`src/rtl/ptw_mem_arbiter.sv`:
```
// Page-table-walk memory arbiter: captures single-cycle read requests from
// NUM_REQ MMUs, grants them round-robin and runs one read at a time over a
// valid/ready memory port. Data and a one-cycle completion pulse go back to
// the owner. An optional watchdog completes a stuck read with an error.
module ptw_mem_arbiter #(
   parameter int ADDR_WIDTH     = 32,
   parameter int DATA_WIDTH     = 32,
   parameter int NUM_REQ        = 2,
   parameter int TIMEOUT_CYCLES = 256,
   localparam int GW = (NUM_REQ > 1) ? $clog2(NUM_REQ) : 1
) (
   input  logic                          clk,
   input  logic                          rst,
   input  logic [NUM_REQ-1:0]            req_pulse,
   input  logic [NUM_REQ*ADDR_WIDTH-1:0] req_addr,
   output logic [NUM_REQ-1:0]            resp_ready,
   output logic [NUM_REQ-1:0]            resp_err,
   output logic [DATA_WIDTH-1:0]         resp_data,
   output logic                          mem_req_valid,
   input  logic                          mem_req_ready,
   output logic [ADDR_WIDTH-1:0]         mem_req_addr,
   input  logic                          mem_resp_valid,
   input  logic [DATA_WIDTH-1:0]         mem_resp_data,
   input  logic                          mem_resp_err,
   output logic                          busy,
   output logic [GW-1:0]                 grant_id,
   output logic                          proto_err
);

   // Watchdog counter only needs to reach TIMEOUT_CYCLES-1.
   localparam int TW       = (TIMEOUT_CYCLES > 0) ? $clog2(TIMEOUT_CYCLES + 1) : 1;
   localparam int TMO_LAST = (TIMEOUT_CYCLES > 0) ? TIMEOUT_CYCLES - 1 : 0;

   typedef enum logic [1:0] {
      ST_IDLE,
      ST_ISSUE,
      ST_WAIT,
      ST_DRAIN
   } state_t;

   state_t                  state;
   state_t                  state_next;
   logic [NUM_REQ-1:0]      pend;
   logic [ADDR_WIDTH-1:0]   addr_q [NUM_REQ];
   logic [GW-1:0]           rr_last;
   logic [GW-1:0]           sel_id;
   logic [GW-1:0]           cand;
   logic [NUM_REQ-1:0]      grant_mask;
   logic [TW-1:0]           tmo_cnt;
   logic                    tmo_hit;
   logic                    grant_en;
   logic                    done_en;
   logic                    tmo_en;

   assign tmo_hit = (TIMEOUT_CYCLES > 0) && (tmo_cnt == TW'(TMO_LAST));

   // Round-robin pick: first pending port after rr_last, wrapping.
   always_comb begin
      // NOTE: every comb output gets a default before any branch, so no latch is inferred.
      sel_id = '0;
      cand   = '0;
      // Walk from farthest to nearest so the nearest pending port is written last and wins.
      for (int k = NUM_REQ; k >= 1; k--) begin
         cand = GW'((int'(rr_last) + k) % NUM_REQ);
         if (pend[cand]) begin
            sel_id = cand;
         end
      end
   end

   // State register.
   always_ff @(posedge clk) begin
      // NOTE: sequential state uses non-blocking assignment so all flops update together.
      if (rst) begin
         state <= ST_IDLE;
      end else begin
         state <= state_next;
      end
   end

   // Next-state logic and the per-cycle control strobes driving the datapath.
   always_comb begin
      state_next    = state;
      grant_en      = 1'b0;
      done_en       = 1'b0;
      tmo_en        = 1'b0;
      grant_mask    = '0;
      mem_req_valid = (state == ST_ISSUE);
      busy          = (state != ST_IDLE);
      case (state)
         ST_IDLE: begin
            // mem_resp_valid is deliberately ignored here (late or stray response).
            if (|pend) begin
               grant_en           = 1'b1;
               grant_mask[sel_id] = 1'b1;
               state_next         = ST_ISSUE;
            end
         end
         ST_ISSUE: begin
            if (tmo_hit) begin
               tmo_en = 1'b1;
               // If memory accepts in the very cycle we give up, a response is
               // still coming and must be swallowed.
               state_next = mem_req_ready ? ST_DRAIN : ST_IDLE;
            end else if (mem_req_ready) begin
               state_next = ST_WAIT;
            end
         end
         ST_WAIT: begin
            // Completion takes priority over a coincident timeout.
            if (mem_resp_valid) begin
               done_en    = 1'b1;
               state_next = ST_IDLE;
            end else if (tmo_hit) begin
               tmo_en     = 1'b1;
               state_next = ST_DRAIN;
            end
         end
         ST_DRAIN: begin
            if (mem_resp_valid) begin
               state_next = ST_IDLE;
            end
         end
         default: state_next = ST_IDLE;
      endcase
   end

   // Pending flags: set by an accepted pulse, cleared on grant; drops are sticky errors.
   always_ff @(posedge clk) begin
      if (rst) begin
         pend      <= '0;
         proto_err <= 1'b0;
      end else begin
         pend <= (pend & ~grant_mask) | (req_pulse & ~pend);
         if (|(req_pulse & pend)) begin
            proto_err <= 1'b1;
         end
      end
   end

   // Per-port address capture, only when the pulse is accepted.
   for (genvar g = 0; g < NUM_REQ; g++) begin : g_addr
      // NOTE: address storage is qualified by pend, so it needs no reset.
      always_ff @(posedge clk) begin
         if (req_pulse[g] && !pend[g]) begin
            addr_q[g] <= req_addr[g*ADDR_WIDTH +: ADDR_WIDTH];
         end
      end
   end

   // Grant bookkeeping, memory address and watchdog counter.
   always_ff @(posedge clk) begin
      if (rst) begin
         grant_id     <= '0;
         mem_req_addr <= '0;
         rr_last      <= GW'(NUM_REQ - 1);
         tmo_cnt      <= '0;
      end else begin
         if (grant_en) begin
            grant_id     <= sel_id;
            mem_req_addr <= addr_q[sel_id];
            tmo_cnt      <= '0;
         end else if ((TIMEOUT_CYCLES > 0) && (state == ST_ISSUE || state == ST_WAIT)) begin
            tmo_cnt <= tmo_cnt + TW'(1);
         end
         if (done_en || tmo_en) begin
            rr_last <= grant_id;
         end
      end
   end

   // Completion pulse to the owner; resp_data holds until the next completion.
   always_ff @(posedge clk) begin
      if (rst) begin
         resp_ready <= '0;
         resp_err   <= '0;
         resp_data  <= '0;
      end else begin
         resp_ready <= '0;
         resp_err   <= '0;
         if (done_en) begin
            resp_ready[grant_id] <= 1'b1;
            resp_err[grant_id]   <= mem_resp_err;
            resp_data            <= mem_resp_data;
         end else if (tmo_en) begin
            resp_ready[grant_id] <= 1'b1;
            resp_err[grant_id]   <= 1'b1;
            resp_data            <= '0;
         end
      end
   end

endmodule

```
`config.mk`:
```
export PLATFORM = sky130hd
export DESIGN_NAME = ptw_mem_arbiter
export DESIGN_NICKNAME = d
export VERILOG_FILES = /design/src/rtl/ptw_mem_arbiter.sv
export SDC_FILE = /design/constraint.sdc
export NUM_CORES = 1
export LEC_CHECK = 0
export BUFFER_PORTS_ARGS = -buffer_cell sky130_fd_sc_hd__buf_4
export CORE_MARGIN = 5
export CORE_UTILIZATION = 30
export CTS_CLUSTER_SIZE = 14
export DETAILED_ROUTE_END_ITERATION = 8
export PLACE_DENSITY_LB_ADDON = 0.25
export SLEW_MARGIN = 40
export SYNTH_ARGS = -nofsm -noshare
export SYNTH_HDL_FRONTEND = slang
export SYNTH_SLANG_ARGS = --single-unit
```
`constraint.sdc`:
```
create_clock -name clk -period 2.81 [get_ports clk]
set_input_delay 0.281 -clock clk [delete_from_list [all_inputs] [get_ports clk]]
set_output_delay 0.281 -clock clk [all_outputs]
set_load 0.02 [all_outputs]
```
Yosys cells after proc, flatten, opt, wreduce, memory -nomap -nowiden

Memories as Yosys holds them, arrays and structs flattened. A register that Yosys moved wholly into a read port is not among the register bits.
Cells that the tools add are included.

Memories kept: 1
Input port bits: 103
Bits in latches: 0
ROM bits: 0
Register bits: 52
RAM bits: 64

Memories:

| memory | depth | width | rd ports | clocked after memory_dff | write ports | line | source |
|---|---|---|---|---|---|---|---|
| addr_q | 2     | 32    | 1        | 1                        | 2           | 44   | `logic [ADDR_WIDTH-1:0] addr_q [NUM_REQ];` |

Div/mod/pow operators: 0
Equality and inequality tests: 8
Multiply operators: 0
Reductions and logical operators: 15
Shifts and indexed selects: 0
Muxes and demuxes: 36
Add/sub/neg operators: 3
Order comparisons: 6
Bitwise gates (word level): 7

Operators with widths:

| operator              | number |
|---|---|
| $mux W32              | 2 |
| $mux W2               | 12 |
| $mux W1               | 18 |
| $add A9 B1 Y9 const B | 1 |
| $eq A9 B8 Y1 const B  | 1 |
| $and A2 B2 Y2         | 4 |
| $lt A1 B2 Y1 const B  | 4 |
| $pmux W2 S4           | 1 |
| $reduce_or A2 Y1      | 3 |
| $eq A2 B2 Y1 const B  | 2 |
| $logic_and A1 B1 Y1   | 4 |
| $ne A2 B2 Y1 const B  | 2 |
| $not A2 Y2            | 2 |
| $reduce_and A4 Y1     | 1 |
| $reduce_bool A2 Y1    | 2 |
| $ne A3 B1 Y1 const B  | 1 |
| $ne A3 B3 Y1 const B  | 1 |
| $add A1 B1 Y1 const B | 2 |
| $demux W1 S1          | 2 |
| $eq A2 B1 Y1 const B  | 1 |
| $ge A1 B1 Y1 const B  | 2 |
| $logic_not A1 Y1      | 2 |
| $logic_not A2 Y1      | 1 |
| $logic_or A1 B1 Y1    | 2 |
| other kinds (2)       | 2 |

Longest topological paths before layout

Word-level depth: 14
Mapped depth: 8
Mapped depth without buffers: 8

Least setup slack after synthesis

Ideal clock, no wire load.

Path type: reg-to-reg
Start: register pend[0]
End: memory addr_q[0][0], enable pin
Stages on the path, launching flop included: 2
Setup slack: 597 ps
Clock period less this slack: 2213 ps
Required time: 2385 ps
Arrival time: 1788 ps
Path buffers: 0
Cells stage by stage: dfxtp_1 > nor2b_1

RTL lines:

| what                   | line | source |
|---|---|---|
| start, declared        | 43   | `logic [NUM_REQ-1:0] pend;` |
| start signal, assigned | 134  | `pend <= (pend & ~grant_mask) \| (req_pulse & ~pend);` |
| end, declared          | 44   |  |

Final worst setup path

Start: register state[1]
End: register resp_data[23]

Word-level cells in the longest chain between the ends: 3
Elaborated cells on any way between the ends: 6
Classes of those cells: eq/ne (2); mux (3); reduce/logical (1)

RTL lines:

| what                                                            | line | source |
|---|---|---|
| start, declared                                                 | 41   | `state_t state;` |
| start signal, assigned                                          | 77   | `state <= state_next;` |
| $eq A2 B2 Y1 / $eq A2 B1 Y1 (equally long branches)             | 90   | `case (state)` |
| $pmux W1 S2 / $mux W1 (equally long branches)                   | 90   |  |
| $reduce_bool A2 Y1 (no line) / $mux W32 (equally long branches) | -    |  |
| end signal, assigned                                            | 184  | `resp_data <= mem_resp_data;` |
| end, declared                                                   | 18   | `output logic [DATA_WIDTH-1:0] resp_data,` |

Several ways; a longest one is shown, not always the timed one.
A chain may end at the register's enable or synchronous reset.

==> flow_summary.ini <==
[floorplan]
start_util_pct = 30.4
ios = 175
die_h_um = 142
die_x_um = 142
core_area_sq_mm = 0.0172
die_area_sq_mm = 0.0202
row_count = 48

[clocking]
tritoncts = built
clk_pin_slew_ns = 0.07
cts_buffers = 17
ctsResizeCount = 0
clock_latency_ns = 0.42
ctsHoldBuffers = 0
clock_sinks = 148
cts_max_level = 4
cts_buffer_depth = 2
ctsRootBufferMaster = clkbuf_16
postCtsSetupBuffers = 0

[sta]
finalHoldViolations = 0
finalSetupViolations = 0
maxSlewViolCount = 0
tns_ns = 0
fin_skew_ns = 0.00828
fmax_mhz = 454
finalWorstSetupSlack_ns = 0.607
fin_crit_sh_pct = 78.4
period_minus_slack_ns = 2.20
holdWs_ns = 0.0348
tightest_slew_ns = 0.734
rsz0062_at_grt = false
slew_headroom_pct = 51.0

[worst_setup_path]
cp.arrival_ns = 2.56
crit_type = flop to flop
cp-start-kind = flop
cp_cell_sequence = inv_1 > ha_1 > or2_1 > a31oi_4 > buf_4 > a22oi_1 > nor2_1
cp-end-kind = flop
critPathTopFamily = compound AO/OA/AOI/OAI gates
max_stage_delay_ns = 0.64
worst_path_max_delay_cell = a31oi_4
crit_required_ns = 3.16
cp_max_fo = 28
worst-path-buf-inv = 2

[place]
numPortBuffers = 174
gp_congestion = 0.822
pre_cts_slack_ns = 0.649
place_hpwl_mm = 8.78

[grt]
grt_pass1_vias = 3871
grt_util_all_layers_pct = 12.8
grt_overflow_total = 0
use_met3_pct = 5.28
antenna_found_initial = 0
met2_usage_pct = 19.8
grt_pass1_wl_mm = 20.2
busiest_layer = met2
met1_usage_pct = 16.2
grt_max_degree = 47

[layout]
final_nets = 699
final_util_pct = 42.6
n_antenna_cell = 0
layout-drive-gt1-share_pct = 36.3
nFillCells = 1619
area_delta_synth_final_pct = 40.2

[logic_synthesis]
synth_top_area_share_pct = 36.7
synth.distinct_cells = 44
ys_top_cells_by_count = dfxtp_1, edfxtp_1, nor2_1
synth_warnings = 0
synth_seq_area_share_pct = 68.8
syn_nets = 523
ys.flop_type = dfxtp_1
synth-edff-count = 64
yosys.area.top_type = edfxtp_1
synth_area_per_cell_sq_um = 12.6
yosys-top-cells-area = edfxtp_1, dfxtp_1, mux2i_1
synth_seq_cells = 148
async_reset_ff_share_pct = 0
synthesis.area_sq_mm = 0.00524
synthCells = 414
yosysMostFrequentCell = dfxtp_1

[route]
drt_iter0_drc = 184
vias = 3786
via_per_inst = 4.57
wire_per_inst_um = 15.6
postRouteWirelength_mm = 12.9
dr.pass1.iters = 5
route.detailed.drc = 0
final_antenna_net_count = 0

[job]
cap_violations = 0

[run_status]
outcome = complete, no violations

[min_path]
min_path_type = input port to flop

[pwr]
internal_power_mw = 4.18
power.switching_mw = 1.71
vdd_drop_max_v = 0.000422
power.share.clock_pct = 37.0
combPwrFrac_pct = 18.8
power.leakage_nw = 2.96
power_density_mw_per_mm2 = 803
p_seq_share_pct = 44.2
swShare_pct = 29.0
-- per-stage QoR --
stage          area [sq um]  std cells  total power, mW
6_report               7340        828             5.90
5_1_grt                7340        828             6.19
4_1_cts                7340        828             5.99
3_5_place_dp           6770        796             3.78
3_3_place_gp           6770        796             3.75
2_1_floorplan          5240        414             3.26
-- logic make-up (layout without fill, tap and decap cells) --
| logic type | count (synthesis) | in the layout | synth area share [%] |
|---|---|---|---|
| AOI/OAI and AO/OA | 84 | 84 | 10.5 |
| xor gates and xnor gates | 5 | 5 | 0.836 |
| adders and majority gates | 6 | 6 | 1.43 |
| buffers and inverters | 31 | 220 | 3.25 |
| DFF | 148 | 148 | 68.8 |
| muxes | 33 | 33 | 6.31 |
| and+or+nand+nor | 107 | 107 | 8.80 |
-- flip-flops by register name, summed over array words and instances (netlist names) --
register and count:
resp_ready 2, state 2, rr_last 1, proto_err 1
grant_id 1, mem_req_addr 32, resp_err 2, pend 2
resp_data 32, tmo_cnt 9, addr_q 64
-- power by group through the flow --
stage / Clock [mW] / Sequential, mW / Combinational, mW
CTS: 2.25 / 2.61 / 1.13
global route: 2.35 / 2.63 / 1.21
detailed placement: 0 / 2.65 / 1.13
finish: 2.18 / 2.61 / 1.11
floorplan: 0 / 2.77 / 0.489
global placement: 0 / 2.65 / 1.10
-- cell type report --
type	instances	area, sq um	area share (%)
Sequential cell	148	3600	49.1
Clock buffer	19	464	6.32
Inverter	7	26.3	0.358
Multi-Input combinational cell	235	1500	20.4
Clock inverter	13	111	1.52
Tap cell	225	282	3.84
Timing Repair Buffer	181	1360	18.5
-- worst reg2reg max path, stage by stage (launching register included) --
cell and delay, ns:
dfxtp_1 0.36, inv_1 0.09, ha_1 0.27, or2_1 0.29
a31oi_4 0.64, buf_4 0.30, a22oi_1 0.08, nor2_1 0.10
-- placed cells by master, fill, tap and decap left out, types with 3 or more instances in the layout --
cell,synthesis,layout
clkbuf_16,0,18
nor2_1,47,47
clkinv_4,0,3
inv_6,0,6
dfxtp_1,84,84
inv_1,7,7
a21oi_1,4,4
xor2_1,4,4
mux2i_1,33,33
edfxtp_1,64,64
nand4_1,3,3
buf_4,2,181
o21ai_0,31,31
o21ai_1,4,4
a22oi_1,32,32
ha_1,6,6
nand2_1,38,38
nor2b_1,5,3
-- routing by layer --
layer	vias to the layer above	routed length, um
met5	-	0
met4	0	179
met3	15	1350
met2	180	5720
met1	1751	5670
li1	1840	-
-- path summary, 6_finish.rpt --
path | cells after the start | slack (ns) | to | from
worst max-delay path | 7 | 0.61 | resp_data[23] | state[1]
worst min register to register | 2 | 0.45 | mem_req_addr[2] | mem_req_addr[2]
worst max register to register | 7 | 0.61 | resp_data[23] | state[1]
worst min-delay path | 1 | 0.03 | addr_q[0][17] | req_addr[17]
(Power assumes the default switching activity.)
